$ cat src/rtl/lzs_stream_check.sv
// lzs_stream_check: checks an LZS encoder output stream byte-by-byte against an expected stream.
// Words from the DUT are buffered in a FIFO and then compared lane by lane, MSB lane first.
// The checker counts compared bytes and mismatching bytes, records the first mismatch,
// and reports pass/fail at the end of the stream.
// Ports: clk, rst (async, active-high), clr (sync restart)
//        dut_data/dut_valid/dut_last : encoder words, no backpressure
//        exp_data/exp_valid/exp_eof/exp_ready : expected-word source handshake
//        busy, done, pass, ovf, len_err, halt : status
//        byte_cnt, err_cnt, err_pos, err_got, err_exp : counters and first-mismatch capture
// Option: define LZS_CHK_STOP_EN to move to FAIL and assert halt on the first mismatch.
module lzs_stream_check #(
  parameter int DW      = 16,
  parameter int FIFO_AW = 4,
  parameter int CNT_W   = 32
) (
  input  logic             clk,
  input  logic             rst,
  input  logic             clr,
  input  logic [DW-1:0]    dut_data,
  input  logic             dut_valid,
  input  logic             dut_last,
  input  logic [DW-1:0]    exp_data,
  input  logic             exp_valid,
  input  logic             exp_eof,
  output logic             exp_ready,
  output logic             busy,
  output logic             done,
  output logic             pass,
  output logic             ovf,
  output logic             len_err,
  output logic [CNT_W-1:0] byte_cnt,
  output logic [CNT_W-1:0] err_cnt,
  output logic [CNT_W-1:0] err_pos,
  output logic [7:0]       err_got,
  output logic [7:0]       err_exp,
  output logic             halt
);
  localparam int NB    = DW / 8;
  localparam int DEPTH = 1 << FIFO_AW;
  typedef enum logic [1:0] {IDLE, RUN, DONE, FAIL} state_t;
  state_t state, state_n;
  logic [DW:0] mem [DEPTH];
  logic [FIFO_AW-1:0] wp, rp;
  logic [FIFO_AW:0] cnt;
  logic push_req, push, pop, full, nonempty, last_h, stop, set_len, first, ovf_n, len_n;
  logic [DW-1:0] head;
  logic [NB-1:0] mm;
  logic [CNT_W-1:0] pc, lane, byte_n, err_n, pos_n;
  logic [CNT_W:0] err_sum;
  logic [7:0] got_b, exp_b, got_n, exp_n;
  assign nonempty  = cnt != '0;
  assign full      = cnt == (FIFO_AW+1)'(DEPTH);
  assign {last_h, head} = mem[rp];
  assign exp_ready = state == RUN && nonempty && exp_valid;
  assign pop       = exp_ready;
  assign push_req  = dut_valid && (state == IDLE || state == RUN) && !clr;
  // A full FIFO still accepts a word when the head leaves in the same cycle.
  assign push      = push_req && (!full || pop);
  assign busy      = state == RUN;
  assign done      = state == DONE || state == FAIL;
`ifdef LZS_CHK_STOP_EN
  assign stop = pop && mm != '0;
  assign halt = state == FAIL;
`else
  assign stop = 1'b0;
  assign halt = 1'b0;
`endif
  // Scan lanes from highest index down so the lowest mismatching lane is the one captured.
  always_comb begin
    mm    = '0;
    pc    = '0;
    lane  = '0;
    got_b = '0;
    exp_b = '0;
    for (int i = NB - 1; i >= 0; i--) begin
      mm[i] = head[DW-1-8*i -: 8] != exp_data[DW-1-8*i -: 8];
      pc    = pc + CNT_W'(mm[i]);
      if (mm[i]) begin
        lane  = CNT_W'(i);
        got_b = head[DW-1-8*i -: 8];
        exp_b = exp_data[DW-1-8*i -: 8];
      end
    end
  end
  always_comb begin
    err_sum = {1'b0, err_cnt} + {1'b0, pc};
    first   = pop && mm != '0 && err_cnt == '0;
    byte_n  = pop ? byte_cnt + CNT_W'(NB) : byte_cnt;
    err_n   = !pop ? err_cnt : err_sum[CNT_W] ? '1 : err_sum[CNT_W-1:0];
    pos_n   = first ? byte_cnt + lane : err_pos;
    got_n   = first ? got_b : err_got;
    exp_n   = first ? exp_b : err_exp;
    // Short expected stream while RUN, or extra expected words once DONE.
    set_len = (state == RUN && exp_eof && !exp_valid && nonempty) || (state == DONE && exp_valid);
    len_n   = len_err || set_len;
    ovf_n   = ovf || (push_req && full && !pop);
    state_n = state == IDLE && push_req ? RUN
            : state == RUN && stop ? FAIL
            : state == RUN && ((pop && last_h) || set_len) ? DONE
            : state;
  end
  always_ff @(posedge clk) if (push) mem[wp] <= {dut_last, dut_data};
  always_ff @(posedge clk or posedge rst) begin
    if (rst) begin
      state <= IDLE; wp <= '0; rp <= '0; cnt <= '0;
      byte_cnt <= '0; err_cnt <= '0; err_pos <= '0; err_got <= '0; err_exp <= '0;
      ovf <= 1'b0; len_err <= 1'b0; pass <= 1'b0;
    end else if (clr) begin
      state <= IDLE; wp <= '0; rp <= '0; cnt <= '0;
      byte_cnt <= '0; err_cnt <= '0; err_pos <= '0; err_got <= '0; err_exp <= '0;
      ovf <= 1'b0; len_err <= 1'b0; pass <= 1'b0;
    end else begin
      state    <= state_n;
      wp       <= wp + FIFO_AW'(push);
      rp       <= rp + FIFO_AW'(pop);
      cnt      <= cnt + (FIFO_AW+1)'(push) - (FIFO_AW+1)'(pop);
      byte_cnt <= byte_n;
      err_cnt  <= err_n;
      err_pos  <= pos_n;
      err_got  <= got_n;
      err_exp  <= exp_n;
      ovf      <= ovf_n;
      len_err  <= len_n;
      pass     <= (state_n == DONE || state_n == FAIL) && err_n == '0 && !ovf_n && !len_n;
    end
  end
endmodule

$ cat config.mk
export PLATFORM = sky130hd
export DESIGN_NAME = lzs_stream_check
export DESIGN_NICKNAME = d
export VERILOG_FILES = /design/src/rtl/lzs_stream_check.sv
export SDC_FILE = /design/constraint.sdc
export NUM_CORES = 1
export LEC_CHECK = 0
export ABC_AREA = 1
export CORE_UTILIZATION = 45
export DETAILED_ROUTE_END_ITERATION = 12
export PLACE_DENSITY = 0.7
export REMOVE_ABC_BUFFERS = 1
export SETUP_SLACK_MARGIN = 0.5
export SYNTH_ARGS = -nofsm -noshare
export SYNTH_HDL_FRONTEND = slang
export SYNTH_SLANG_ARGS = --single-unit
$ cat constraint.sdc
create_clock -name clk -period 4.6 [get_ports clk]
set_input_delay 0.92 -clock clk [delete_from_list [all_inputs] [get_ports clk]]
set_output_delay 0.92 -clock clk [all_outputs]
set_load 0.1 [all_outputs]
# --- After elaboration in Yosys (flattened, before gate mapping) ---
# Memory sizes are Yosys's and may differ from the RTL's.
# Cells that the tools add are included.
op_classes:
  add_sub_neg: 8
  reduce_logical: 40
  n_eq_ne: 8
  muxes: 28
ops:
  columns: ["op", "count"]
  rows:
  - ["$mux W32", 7]
  - ["$logic_not A32 Y1", 2]
  - ["$mux W8", 8]
  - ["$add A32 B2 Y33", 1]
  - ["$add A32 B2 Y32 const B", 1]
  - ["$add A32 B32 Y32", 1]
  - ["$logic_and A1 B1 Y1", 19]
  - ["$ne A8 B8 Y1", 2]
  - ["$add A4 B1 Y4", 2]
  - ["$eq A2 B2 Y1 const B", 4]
  - ["$logic_or A1 B1 Y1", 8]
  - ["$mux W4", 2]
  - ["$mux W1", 7]
  - ["$logic_not A1 Y1", 6]
  - ["$mux W2", 3]
  - ["$reduce_bool A2 Y1", 3]
  - ["$add A5 B1 Y5", 1]
  - ["$eq A5 B5 Y1 const B", 1]
  - ["$mux W5", 1]
  - ["$reduce_bool A5 Y1", 1]
  - ["$sub A5 B1 Y5", 1]
  - ["$add A1 B1 Y2", 1]
  - ["$eq A2 B1 Y1 const B", 1]
  - ["$logic_not A2 Y1", 1]
word_totals:
  wordCells: 97
  n_memories: 1
  output_inout_bits: 119
  input_bits: 39
  ram_bits: 272
  reg_bits: 130
mem_list:
  columns: ["name", "depth", "word_bits", "rd", "rd_clocked_by_memory_dff", "write_ports", "line_no", "source"]
  rows:
  - ["mem", 16, 17, 1, 0, 1, "42", "logic [DW:0] mem [DEPTH];"]

# --- Longest topological paths before layout ---
logic_depth:
  word_depth: 15
  ltp_mapped: 34
  mapped_depth_nobuf: 30

# --- Least setup slack after synthesis ---
# Ideal clock, no wire load.
synth_path:
  kind: "reg-to-reg"
  startpoint: "reg state[1]"
  endpoint: "reg cnt[4]"
  slack_ns: -0.499
  path_buffers: 1
  t_arrival_ns: 4.967
  setup_time_ns: 0.132
  stages_incl_launch_ff: 14
  cell_sequence: "dfrtp_1 nor2_1 nand3_1 clkinv_1 clkbuf_1 ha_1 inv_1 ha_1 inv_1 fa_1 nor3_1 a211oi_1 xor2_1 nor2_1"
synth_between:
  elab_chain_len: 8
  elab_cells_between_ends: 12
  cone_classes: "2 x add/sub; 1 x eq/ne; 1 x mux; 8 x reduce/logical"
synth_rtl:
  columns: ["item", "line_no", "source"]
  rows:
  - ["from (decl)", "41", "state_t state, state_n;"]
  - ["from (signal assigned)", "113", "state <= state_n;"]
  - ["$eq A2 B1 Y1 (*)", null, null]
  - ["named net busy", "26", "output logic busy,"]
  - ["$logic_and A1 B1 Y1 (*) (2 in series)", "54", "assign exp_ready = state == RUN && nonempty && exp_valid;"]
  - ["named net exp_ready", "25", "output logic exp_ready,"]
  - ["$logic_or A1 B1 Y1", "58", "assign push = push_req && (!full || pop);"]
  - ["$logic_and A1 B1 Y1", "58", null]
  - ["$add A5 B1 Y5", "116", "cnt <= cnt + (FIFO_AW+1)'(push) - (FIFO_AW+1)'(pop);"]
  - ["$sub A5 B1 Y5 (*)", "116", null]
  - ["$mux W5 (*)", "108", "end else if (clr) begin"]
  - ["to (signal assigned)", "116", null]
  - ["to (decl)", "44", "logic [FIFO_AW:0] cnt;"]
# The timed path passes the listed nets; every way through them passes the cells marked *.
# A chain may end at the register's enable or synchronous reset.

# --- Final worst setup path ---
layout_path:
  startpoint: "reg rp[0]"
  endpoint: "reg pass"
layout_between:
  elab_chain_len: 12
  elab_cells_between_ends: 20
  cone_classes: "2 x add/sub; 4 x eq/ne; 5 x mux; 8 x reduce/logical; 1 x memory"
layout_rtl:
  columns: ["item", "line_no", "source"]
  rows:
  - ["from (decl)", "43", "logic [FIFO_AW-1:0] wp, rp;"]
  - ["from (signal assigned)", "115", "rp <= rp + FIFO_AW'(pop);"]
  - ["$mem_v2 Z16 W17 (*)", null, null]
  - ["parallel branches: the longest is 7 deep, another holds $add A32 B2 Y33", null, null]
  - ["$logic_and A1 B1 Y1 (*) (3 in series)", "124", "pass <= (state_n == DONE || state_n == FAIL) && err_n == '0 && !ovf_n && !len_n;"]
  - ["$mux W1 (*)", "108", null]
  - ["to (signal assigned)", "124", null]
  - ["to (decl)", "28", "output logic pass,"]
# Every way passes the cells marked *.

==> flow_metrics.py <==
metrics = {
    "clocking": {
        "hold_buffers": 0,
        "cts_max_level": 2,
        "cts_root_buf": "clkbuf_16",
        "cts_tree": "done",
        "clockBufferDepth": 3,
        "clk_pin_slew_ps": 60,
        "clkLatencyLatePin_ps": 590,
        "cts.sinks": 401,
        "cts_made_buffers": 44,
    },
    "power": {
        "power_frac_seq": 0.425,
        "switching_share": 0.296,
        "p_comb_frac": 0.200,
        "intPower_w": 0.00666,
        "power.density_nw_per_um2": 401,
        "clkPwrFrac": 0.375,
        "p_total_w": 0.00947,
        "p_leak_nw": 9.97,
        "ir_drop_v": 0.000298,
        "switchingPower_w": 0.00281,
    },
    "placed_design": {
        "port_buffers": 155,
        "dpl_worst_slack_ps": 7.15,
        "dp_hpwl_microns": 35800,
        "gp_congestion": 0.935,
        "placed_area_sq_um": 21400,
    },
    "logic_synthesis": {
        "synth_common_cells": "nand2_1, edfxtp_1, nand3_1, inv_1, nor2_1",
        "synth_edf_count": 272,
        "synth_cells": 2088,
        "synth-main-ff-cell": "edfxtp_1",
        "yosysMostFrequentCell": "nand2_1",
        "avgSynthCellArea_sq_um": 9.10,
        "ys_warn_count": 0,
        "ys_seq_area_frac": 0.600,
        "synth.area.top_cells": "edfxtp_1, dfrtp_1, nand2_1",
        "synthDistinctLibCells": 44,
        "synth_area_sq_um": 19000,
        "yosysTopAreaCellShare": 0.430,
        "ys_ff_latch": 401,
        "yosysTopAreaCell": "edfxtp_1",
        "async_flop_share": 0.322,
    },
    "floorplan": {
        "fp.dieH_microns": 207,
        "start_util": 0.461,
        "top_level_ports": 158,
        "chipWidth_microns": 207,
        "die_area_sq_um": 43100,
        "core_area_sq_um": 41200,
        "std_cell_rows": 74,
    },
    "global_route": {
        "grt_pass1_wl_microns": 85000,
        "grt_antenna_before_repair": 1,
        "grt_pass1_vias": 14900,
        "grt_overflow_total": 0,
        "grt_start_max_net_pins": 93,
        "grt_use_total": 0.256,
    },
    "route": {
        "drt-vias-per-instance": 5.43,
        "ant_nets": 0,
        "num_vias": 15500,
        "detail_route.iter0.violations": 1478,
        "post-route-drc-count": 0,
        "wirelength_microns": 56600,
        "wl_per_cell_microns": 19.8,
        "firstDrtPassIters": 6,
    },
    "worst_setup_path": {
        "crit_type": "reg2reg",
        "critPathCaptureType": "register",
        "slowest_stage": "dfrtp_4",
        "cp_common_cell": "nand2_1",
        "crit_path_start_kind": "register",
        "max_stage_delay_ps": 560,
        "critical_path_peak_fanout": 15,
        "required_ps": 5100,
        "cp.arrival_ps": 4500,
    },
    "sta": {
        "fin_ws_ps": 598,
        "final_hold_viol_count": 0,
        "slew_viol_final": 0,
        "slew_headroom": 0.289,
        "fmax_ghz": 0.250,
        "finalCriticalPeriod_ps": 4000,
        "worst_slew_pin_slew_ps": 1060,
        "fin_crit_sh": 0.870,
        "fin_skew_ps": 28.8,
        "setup_viol": 0,
        "rsz0062_at_grt": "false",
    },
    "cells_and_area": {
        "n_antenna_cell": 0,
        "multiInputGateArea_sq_um": 6620,
        "final_area_sq_um": 23600,
        "drive_gt1_frac": 0.111,
        "seqCellArea_sq_um": 11400,
        "syn_to_final_growth_pct": 24.1,
        "fillers": 3562,
        "nets": 2346,
    },
    "run": {
        "max_cap_viol_count": 0,
    },
    "status": {
        "status": "complete, no violations",
    },
    "min_path": {
        "hp-class": "reg2reg",
    },
}
critical path: cells and delay by family, from the launching register on:
kind                       cells  cell delay (ps)
adders and majority gates      2              600
and+or+nand+nor               22             2120
buffers and inverters          5              550
AOI/OAI and AO/OA              1               80
DFF                            1              560
what timing repair did:
action                                  4_1_cts  5_1_grt
cloned                                        2        7
hold endpoints to repair                      0        0
resized for setup                            22       86
pin swaps                                     0       29
buffers inserted                              0       19
endpoints found under the setup margin       21       18
power by group through the flow:
| stage | combinational [W] | sequential, W | clock, W |
|---|---|---|---|
| finish | 0.00190 | 0.00402 | 0.00355 |
| global route | 0.00206 | 0.00403 | 0.00373 |
| CTS | 0.00168 | 0.00402 | 0.00360 |
| detailed placement | 0.00163 | 0.00408 | 0 |
| global placement | 0.00162 | 0.00408 | 0 |
| floorplan | 0.000824 | 0.00435 | 0 |
registers in the layout, summed over array words and instances (netlist names):
register,cells
byte_cnt,31
len_err,1
err_cnt,32
mem,272
wp,4
err_pos,32
ovf,1
err_got,8
rp,4
err_exp,8
pass,1
state,2
cnt,5
metrics by stage:
step	util	hold WS (ps)	std cells	setup TNS (ps)
2_1_floorplan	-	551	2001	-261140
3_3_place_gp	0.519	491	2750	0
3_5_place_dp	0.519	493	2750	0
4_1_cts	0.557	508	2834	0
5_1_grt	0.573	534	2860	0
6_report	0.573	503	2860	0
cell families (layout without fill, tap and decap cells):
group,Yosys count,after routing,synth area share
simple gates,1173,1174,0.262
flops,401,401,0.600
other cells,1,3,0.000197
fa+ha+maj,15,15,0.0107
compound gates,146,146,0.0407
mux,3,3,0.00158
buf+inv,316,553,0.0703
xor+xnor,33,33,0.0152
final cells by class:
class | count | share of cell area
Timing Repair Buffer | 244 | 0.109
Clock inverter | 17 | 0.00732
Tap cell | 532 | 0.0282
Multi-Input combinational cell | 1374 | 0.281
Clock buffer | 65 | 0.0539
Sequential cell | 401 | 0.483
Inverter | 227 | 0.0374
routing by layer:
metal | global-route usage | routed length (microns) | vias to the layer above
li1 | - | - | 7285
met1 | 0.339 | 23200 | 7418
met2 | 0.412 | 26400 | 693
met3 | 0.0523 | 4850 | 133
met4 | 0.106 | 2150 | 2
met5 | 0 | 14 | -
placed cells by master (no fill, tap or decap), types with 39 or more instances in the layout:
master / instances
nand2_1: 625
o21ai_0: 57
dfrtp_1: 127
clkbuf_16: 51
clkdlybuf4s50_1: 153
inv_1: 216
nor2_1: 166
edfxtp_1: 272
nand3_1: 236
a21oi_1: 39
buf_4: 62
worst paths after layout:
kind                                        startpoint                     end  slack [ps]  cells past startpoint
worst max-delay path                   rp[0]$_DFF_PP0_          pass$_DFF_PP0_         600                     30
worst min-delay path            err_got[5]$_DFFE_PP0P_  err_got[5]$_DFFE_PP0P_         500                      2
worst max register to register         rp[0]$_DFF_PP0_          pass$_DFF_PP0_         600                     30
worst min register to register  err_got[5]$_DFFE_PP0P_  err_got[5]$_DFFE_PP0P_         500                      2
max in group asynchronous                          rst         rp[0]$_DFF_PP0_        2930                      2
min in group asynchronous                          rst  err_pos[2]$_DFFE_PP0P_         910                      2
Power figures use the tool's default switching activity.
